$ cat src/rtl/gray_conv_arb_pkg.sv
// Shared types and helpers for the round-robin Gray-to-binary arbiter.
// Holds the FSM state encodings and a clog2 used to validate ID_W.
package gray_conv_arb_pkg;

  // 2'd3 is unreachable and is decoded as IDLE by the FSM default branch
  typedef enum logic [1:0] {
    ST_IDLE = 2'd0,
    ST_CONV = 2'd1,
    ST_RESP = 2'd2
  } state_t;

  function automatic int clog2(input int n);
    int r;
    r = 0;
    for (int v = 1; v < n; v = v * 2) begin
      r = r + 1;
    end
    return r;
  endfunction

endpackage

$ cat src/rtl/gray_conv_arb_if.sv
// Requester-side bus of the shared Gray converter: requests, flattened Gray
// inputs, per-requester acks and the tagged binary result.
interface gray_conv_arb_if #(
  parameter int WIDTH = 8,
  parameter int NREQ  = 4,
  parameter int CNT_W = 16,
  parameter int ID_W  = 2
) ();

  logic [NREQ-1:0]       req;
  logic [NREQ*WIDTH-1:0] gray_in;
  logic [NREQ-1:0]       ack;
  logic [WIDTH-1:0]      bin_out;
  logic                  bin_vld;
  logic [ID_W-1:0]       bin_id;
  logic                  busy;
  logic [CNT_W-1:0]      conv_cnt;

  modport master (
    output req, gray_in,
    input  ack, bin_out, bin_vld, bin_id, busy, conv_cnt
  );

  modport slave (
    input  req, gray_in,
    output ack, bin_out, bin_vld, bin_id, busy, conv_cnt
  );

endinterface

$ cat src/rtl/gray_conv_arb_gray2bin.sv
// Purely combinational Gray-to-binary converter: bit i is the XOR of all
// Gray bits from the MSB down to i.
module gray2bin_comb #(
  parameter int WIDTH = 8
) (
  input  logic [WIDTH-1:0] gray,
  output logic [WIDTH-1:0] bin
);

  genvar gi;
  generate
    for (gi = 0; gi < WIDTH; gi++) begin : g_bit
      assign bin[gi] = ^gray[WIDTH-1:gi];
    end
  endgenerate

endmodule

$ cat src/rtl/gray_conv_arb.sv
// Round-robin arbiter sharing one registered Gray-to-binary stage among NREQ
// requesters; one conversion every three cycles, result tagged with the ID.
module gray_conv_arb
  import gray_conv_arb_pkg::*;
#(
  parameter int WIDTH = 8,
  parameter int NREQ  = 4,
  parameter int CNT_W = 16,
  parameter int ID_W  = 2
) (
  input  logic           sys_clk,
  input  logic           sys_rst_n,
  gray_conv_arb_if.slave bus
);

  state_t            state, state_next;
  logic [ID_W-1:0]   rr_ptr, rr_ptr_next;
  logic [WIDTH-1:0]  gray_q, gray_q_next;
  logic [ID_W-1:0]   id_q, id_q_next;
  logic [WIDTH-1:0]  bin_q, bin_q_next;
  logic [WIDTH-1:0]  bin_conv;

  logic [NREQ-1:0]   ack_reg, ack_next, ack_dec;
  logic [WIDTH-1:0]  bin_out_reg, bin_out_next;
  logic              bin_vld_reg, bin_vld_next;
  logic [ID_W-1:0]   bin_id_reg, bin_id_next;
  logic              busy_reg, busy_next;
  logic [CNT_W-1:0]  conv_cnt_reg, conv_cnt_next;

  // Round robin: rotate so rr_ptr sits at bit 0, pick the lowest set bit,
  // then add rr_ptr back modulo NREQ.
  logic [2*NREQ-1:0] req_dbl;
  logic [NREQ-1:0]   req_rot;
  logic [ID_W-1:0]   off;
  logic [ID_W:0]     rr_sum;
  logic [ID_W-1:0]   winner, winner_inc;
  logic              any_req;

  assign req_dbl = {bus.req, bus.req};
  assign req_rot = req_dbl[rr_ptr +: NREQ];
  assign any_req = |bus.req;

  always_comb begin
    off = '0;
    for (int i = NREQ - 1; i >= 0; i--) begin
      if (req_rot[i]) begin
        off = ID_W'(i);
      end
    end
  end

  assign rr_sum     = {1'b0, rr_ptr} + {1'b0, off};
  assign winner     = (rr_sum >= (ID_W+1)'(NREQ)) ? ID_W'(rr_sum - (ID_W+1)'(NREQ))
                                                  : rr_sum[ID_W-1:0];
  assign winner_inc = (winner == ID_W'(NREQ - 1)) ? '0 : winner + ID_W'(1);

  genvar gi;
  generate
    for (gi = 0; gi < NREQ; gi++) begin : g_ack
      assign ack_dec[gi] = (id_q == ID_W'(gi));
    end
  endgenerate

  gray2bin_comb #(.WIDTH(WIDTH)) u_gray2bin (
    .gray (gray_q),
    .bin  (bin_conv)
  );

  always_comb begin
    state_next    = state;
    rr_ptr_next   = rr_ptr;
    gray_q_next   = gray_q;
    id_q_next     = id_q;
    bin_q_next    = bin_q;
    ack_next      = '0;
    bin_vld_next  = 1'b0;
    bin_out_next  = bin_out_reg;
    bin_id_next   = bin_id_reg;
    conv_cnt_next = conv_cnt_reg;
    case (state)
      ST_CONV: begin
        bin_q_next = bin_conv;
        state_next = ST_RESP;
      end
      ST_RESP: begin
        ack_next      = ack_dec;
        bin_vld_next  = 1'b1;
        bin_out_next  = bin_q;
        bin_id_next   = id_q;
        conv_cnt_next = conv_cnt_reg + CNT_W'(1);
        state_next    = ST_IDLE;
      end
      default: begin
        if (any_req) begin
          gray_q_next = bus.gray_in[winner*WIDTH +: WIDTH];
          id_q_next   = winner;
          rr_ptr_next = winner_inc;
          state_next  = ST_CONV;
        end
      end
    endcase
    busy_next = (state_next == ST_CONV) || (state_next == ST_RESP);
  end

  always_ff @(posedge sys_clk) begin
    if (!sys_rst_n) begin
      state        <= ST_IDLE;
      rr_ptr       <= '0;
      gray_q       <= '0;
      id_q         <= '0;
      bin_q        <= '0;
      ack_reg      <= '0;
      bin_out_reg  <= '0;
      bin_vld_reg  <= 1'b0;
      bin_id_reg   <= '0;
      busy_reg     <= 1'b0;
      conv_cnt_reg <= '0;
    end else begin
      state        <= state_next;
      rr_ptr       <= rr_ptr_next;
      gray_q       <= gray_q_next;
      id_q         <= id_q_next;
      bin_q        <= bin_q_next;
      ack_reg      <= ack_next;
      bin_out_reg  <= bin_out_next;
      bin_vld_reg  <= bin_vld_next;
      bin_id_reg   <= bin_id_next;
      busy_reg     <= busy_next;
      conv_cnt_reg <= conv_cnt_next;
    end
  end

  assign bus.ack      = ack_reg;
  assign bus.bin_out  = bin_out_reg;
  assign bus.bin_vld  = bin_vld_reg;
  assign bus.bin_id   = bin_id_reg;
  assign bus.busy     = busy_reg;
  assign bus.conv_cnt = conv_cnt_reg;

endmodule

$ cat src/flat_wrapper.sv
// flat-port wrapper written by rule: the top's interface ports become plain ports
module gray_conv_arb_flat import gray_conv_arb_pkg::*;
#(
  parameter int WIDTH = 8,
  parameter int NREQ  = 4,
  parameter int CNT_W = 16,
  parameter int ID_W  = 2
)
  (sys_clk, sys_rst_n, bus_req, bus_gray_in, bus_ack, bus_bin_out, bus_bin_vld, bus_bin_id, bus_busy, bus_conv_cnt);
  gray_conv_arb_if #(.WIDTH(WIDTH), .NREQ(NREQ), .CNT_W(CNT_W), .ID_W(ID_W)) bus_i ();
  input  logic sys_clk;
  input  logic sys_rst_n;
  input wire logic [$bits(bus_i.req)-1:0] bus_req;
  input wire logic [$bits(bus_i.gray_in)-1:0] bus_gray_in;
  output wire logic [$bits(bus_i.ack)-1:0] bus_ack;
  output wire logic [$bits(bus_i.bin_out)-1:0] bus_bin_out;
  output wire logic [$bits(bus_i.bin_vld)-1:0] bus_bin_vld;
  output wire logic [$bits(bus_i.bin_id)-1:0] bus_bin_id;
  output wire logic [$bits(bus_i.busy)-1:0] bus_busy;
  output wire logic [$bits(bus_i.conv_cnt)-1:0] bus_conv_cnt;
  assign bus_i.req = bus_req;
  assign bus_i.gray_in = bus_gray_in;
  assign bus_ack = bus_i.ack;
  assign bus_bin_out = bus_i.bin_out;
  assign bus_bin_vld = bus_i.bin_vld;
  assign bus_bin_id = bus_i.bin_id;
  assign bus_busy = bus_i.busy;
  assign bus_conv_cnt = bus_i.conv_cnt;
  gray_conv_arb #(.WIDTH(WIDTH), .NREQ(NREQ), .CNT_W(CNT_W), .ID_W(ID_W)) u_core (.sys_clk(sys_clk), .sys_rst_n(sys_rst_n), .bus(bus_i));
endmodule
$ cat config.mk
export PLATFORM = sky130hd
export DESIGN_NAME = gray_conv_arb_flat
export DESIGN_NICKNAME = d
export VERILOG_FILES = /design/src/rtl/gray_conv_arb_pkg.sv /design/src/rtl/gray_conv_arb_if.sv /design/src/rtl/gray_conv_arb_gray2bin.sv /design/src/rtl/gray_conv_arb.sv /design/src/flat_wrapper.sv
export SDC_FILE = /design/constraint.sdc
export NUM_CORES = 1
export LEC_CHECK = 0
export CORE_UTILIZATION = 32
export DETAILED_ROUTE_END_ITERATION = 7
export SLEW_MARGIN = 15
export SYNTH_ARGS = -nofsm -noshare
export SYNTH_HDL_FRONTEND = slang
export SYNTH_SLANG_ARGS = --single-unit
$ cat constraint.sdc
create_clock -name sys_clk -period 4.1 [get_ports sys_clk]
set_clock_uncertainty 0.1 [all_clocks]
set_input_delay 1.23 -clock sys_clk [delete_from_list [all_inputs] [get_ports sys_clk]]
set_output_delay 1.23 -clock sys_clk [all_outputs]
set_load 0.1 [all_outputs]
==> impl_metrics.toml <==
[synthesis]
synth_edf_count = 0
synth.yosys.warnings = 0
ys_types = 42
netlist_area_um2 = 2680
avgSynthCellArea_um2 = 9.61
ys_ff_latch = 54
synth_flop_cell = "dfxtp_1"
ys_async_sr_fraction_pct = 0
synthCells = 279
synth_nets = 321
yosysSeqAreaShare_pct = 40.3

[cells_and_area]
diodes = 0
syn2layout_area_growth_pct = 31.4
drive_above_1_share_pct = 11.1
multi_input_area_um2 = 1500
largest_reg_flops = 16
seq_area_um2 = 1080
fillCellCount = 819
finalNetCount = 384

[global_routing]
antenna_found_initial = 0
grt_pass1_vias = 2001
grt_max_degree = 25
grt_pass1_wl_um = 9070
globalRouteOverflowTotal = 0
grt_usage_pct = 12.8

[sta]
fmax_mhz = 289
hold_violations = 0
setup_violations = 0
whs_ns = 0.364
tns_ns = 0
rsz0062_at_grt = "no"
period_needed_ns = 3.46
slew_headroom_pct = 34.8
finalMaxSlewViolations = 0
worst_slew_pin_slew_ns = 0.975
period_share_pct = 84.4

[cts]
clock_sink_count = 54
numCtsBuffers = 5
clockRootBuffer = "clkbuf_8"
holdBufCountCts = 0
cts_resized = 0
cts_tree = "done"
clockBufferDepth = 2
htree_levels = 2
clk_pin_slew_worst_paths_ns = 0.09
postCtsSetupBuffers = 0
clkLatencyLatePin_ns = 0.30

[critical_path]
crit_type = "in -> reg"
start_kind = "input pin"
crit_slowest_cell = "clkdlybuf4s50_1"
critical_path.max_fanout = 9
critPathRequiredTime_ns = 4.22
worstSetupEndpointType = "flop"
worst_ep_arrival_time_ns = 3.58
max_stage_delay_ns = 0.61
crit_chain = "clkdlybuf4s50_1, nor2_1, or4_1, o2111ai_1, ha_1, xor2_4, mux2_2, o21ai_0"

[floorplanning]
ioPinCount = 70
dieWidth_um = 93.5
rows = 33
core-area_um2 = 8180
dieHeight_um = 93.5
initial_utilization_pct = 32.8
die_area_um2 = 8750

[detailed_routing]
wl_per_cell_um = 11.7
drc_errors = 0
vias_per_cell = 4.67
firstDrtPassIters = 4
routed_wl_um = 5250
ant_nets = 0
drt-initial-drc-count = 52
vias = 2093

[placement]
place_congestion = 0.698
io_buffers = 69
dp_hpwl_um = 3910

[min_path]
hp-class = "reg -> reg"

[power]
vdd_drop_max_mv = 0.336
power_density_nw_per_um2 = 484
p_leak_nw = 1.34

[outcome]
status = "finished clean"

[flow_run]
drv_cap = 0
==> cells in the mapped netlist (3+ instances only) <==
| cell type | n | area [um^2] |
|---|---|---|
| nand4_1 | 3 | 18.8 |
| xor2_1 | 3 | 26.3 |
| mux2_2 | 8 | 90.1 |
| nor3b_1 | 4 | 30.0 |
| nor2b_1 | 15 | 93.8 |
| a21boi_0 | 3 | 22.5 |
| xnor2_1 | 17 | 149 |
| and2_1 | 18 | 113 |
| o21ai_0 | 11 | 55.1 |
| clkbuf_1 | 10 | 37.5 |
| buf_2 | 6 | 30.0 |
| nand2b_1 | 3 | 18.8 |
| nor3_1 | 3 | 15.0 |
| ha_1 | 4 | 50.1 |
| nor2_1 | 6 | 22.5 |
| inv_1 | 7 | 26.3 |
| dfxtp_1 | 54 | 1080 |
| o21ai_1 | 5 | 25.0 |
| nand3_1 | 15 | 75.1 |
| nand2_1 | 19 | 71.3 |
| and3_1 | 5 | 31.3 |
| a21oi_1 | 4 | 20.0 |
| o22ai_1 | 3 | 18.8 |
| mux2i_1 | 30 | 300 |
==> layout by cell type, fill, tap and decap left out, types with 7 or more instances in the layout <==
cell              n
buf_4            14
mux2i_1          30
inv_1             7
nand3_1          15
o21ai_0          11
nor2b_1          15
xnor2_1          17
mux2_2            8
clkdlybuf4s50_1  59
nand2_1          19
dfxtp_1          54
and2_1           18
==> where the power goes <==
| group | internal [W] | leakage [nW] | switching, W |
|---|---|---|---|
| Clock | 0.000121 | 0.0452 | 0.000167 |
| Combinational | 0.000405 | 0.856 | 0.000336 |
| Sequential | 0.000601 | 0.440 | 0.0000739 |
==> layer usage <==
layer  part of all wire [%]  vias up  track usage [%]
met1                     46      962             16.1
met3                    3.6        6             2.60
met2                     49       44             22.1
met4                    1.2        0             3.85
li1                       -     1081                -
met5                      0        -                0
==> final cells by class <==
type / instances / area share (%)
clock buffer: 6 / 2.06
clock inverter: 2 / 0.391
inverter: 7 / 0.746
multi-input combinational: 201 / 42.6
sequential: 54 / 30.7
tap: 105 / 3.73
timing repair buffer: 73 / 19.8
==> logic make-up after synthesis <==
family | share of synthesized area (%)
compound gates | 9.34
xor+xnor | 10.6
fa+ha+maj | 1.87
buf+inv | 3.69
flops | 40.3
mux | 14.6
simple gates | 19.6
==> worst max-delay path: cells and delay by family <==
kind                     cells  cell delay, ns
buffers and inverters        1            0.61
AND/OR/NAND/NOR              2            0.49
multiplexers                 1            0.37
XOR/XNOR                     1            0.33
adder cells (fa/ha/maj)      1            0.32
AO/OA/AOI/OAI                2            0.23
==> stage by stage <==
step                cells  cell area, um^2  setup WS [ns]  total power, W  util [%]
finish                448             3520          0.639         0.00170      43.1
global route          448             3520          0.472         0.00183      43.1
CTS                   448             3520          0.631         0.00173      43.1
detailed placement    440             3430          0.324         0.00144      42.0
global placement      440             3430          0.375         0.00143      42.0
floorplan             279             2680          0.832         0.00130         -
==> worst paths after layout <==
check / cells after the start / startpoint / to / slack, ns
max reg2reg: 8 / u_core.rr_ptr[0]$_SDFFE_PN0P_ / u_core.gray_q[0]$_SDFFE_PN0P_ / 1.61
min: 2 / u_core.gray_q[5]$_SDFFE_PN0P_ / u_core.gray_q[5]$_SDFFE_PN0P_ / 0.36
min reg2reg: 2 / u_core.gray_q[5]$_SDFFE_PN0P_ / u_core.gray_q[5]$_SDFFE_PN0P_ / 0.36
max: 8 / bus_req[3] / u_core.gray_q[0]$_SDFFE_PN0P_ / 0.64
Power figures use the tool's default switching activity.
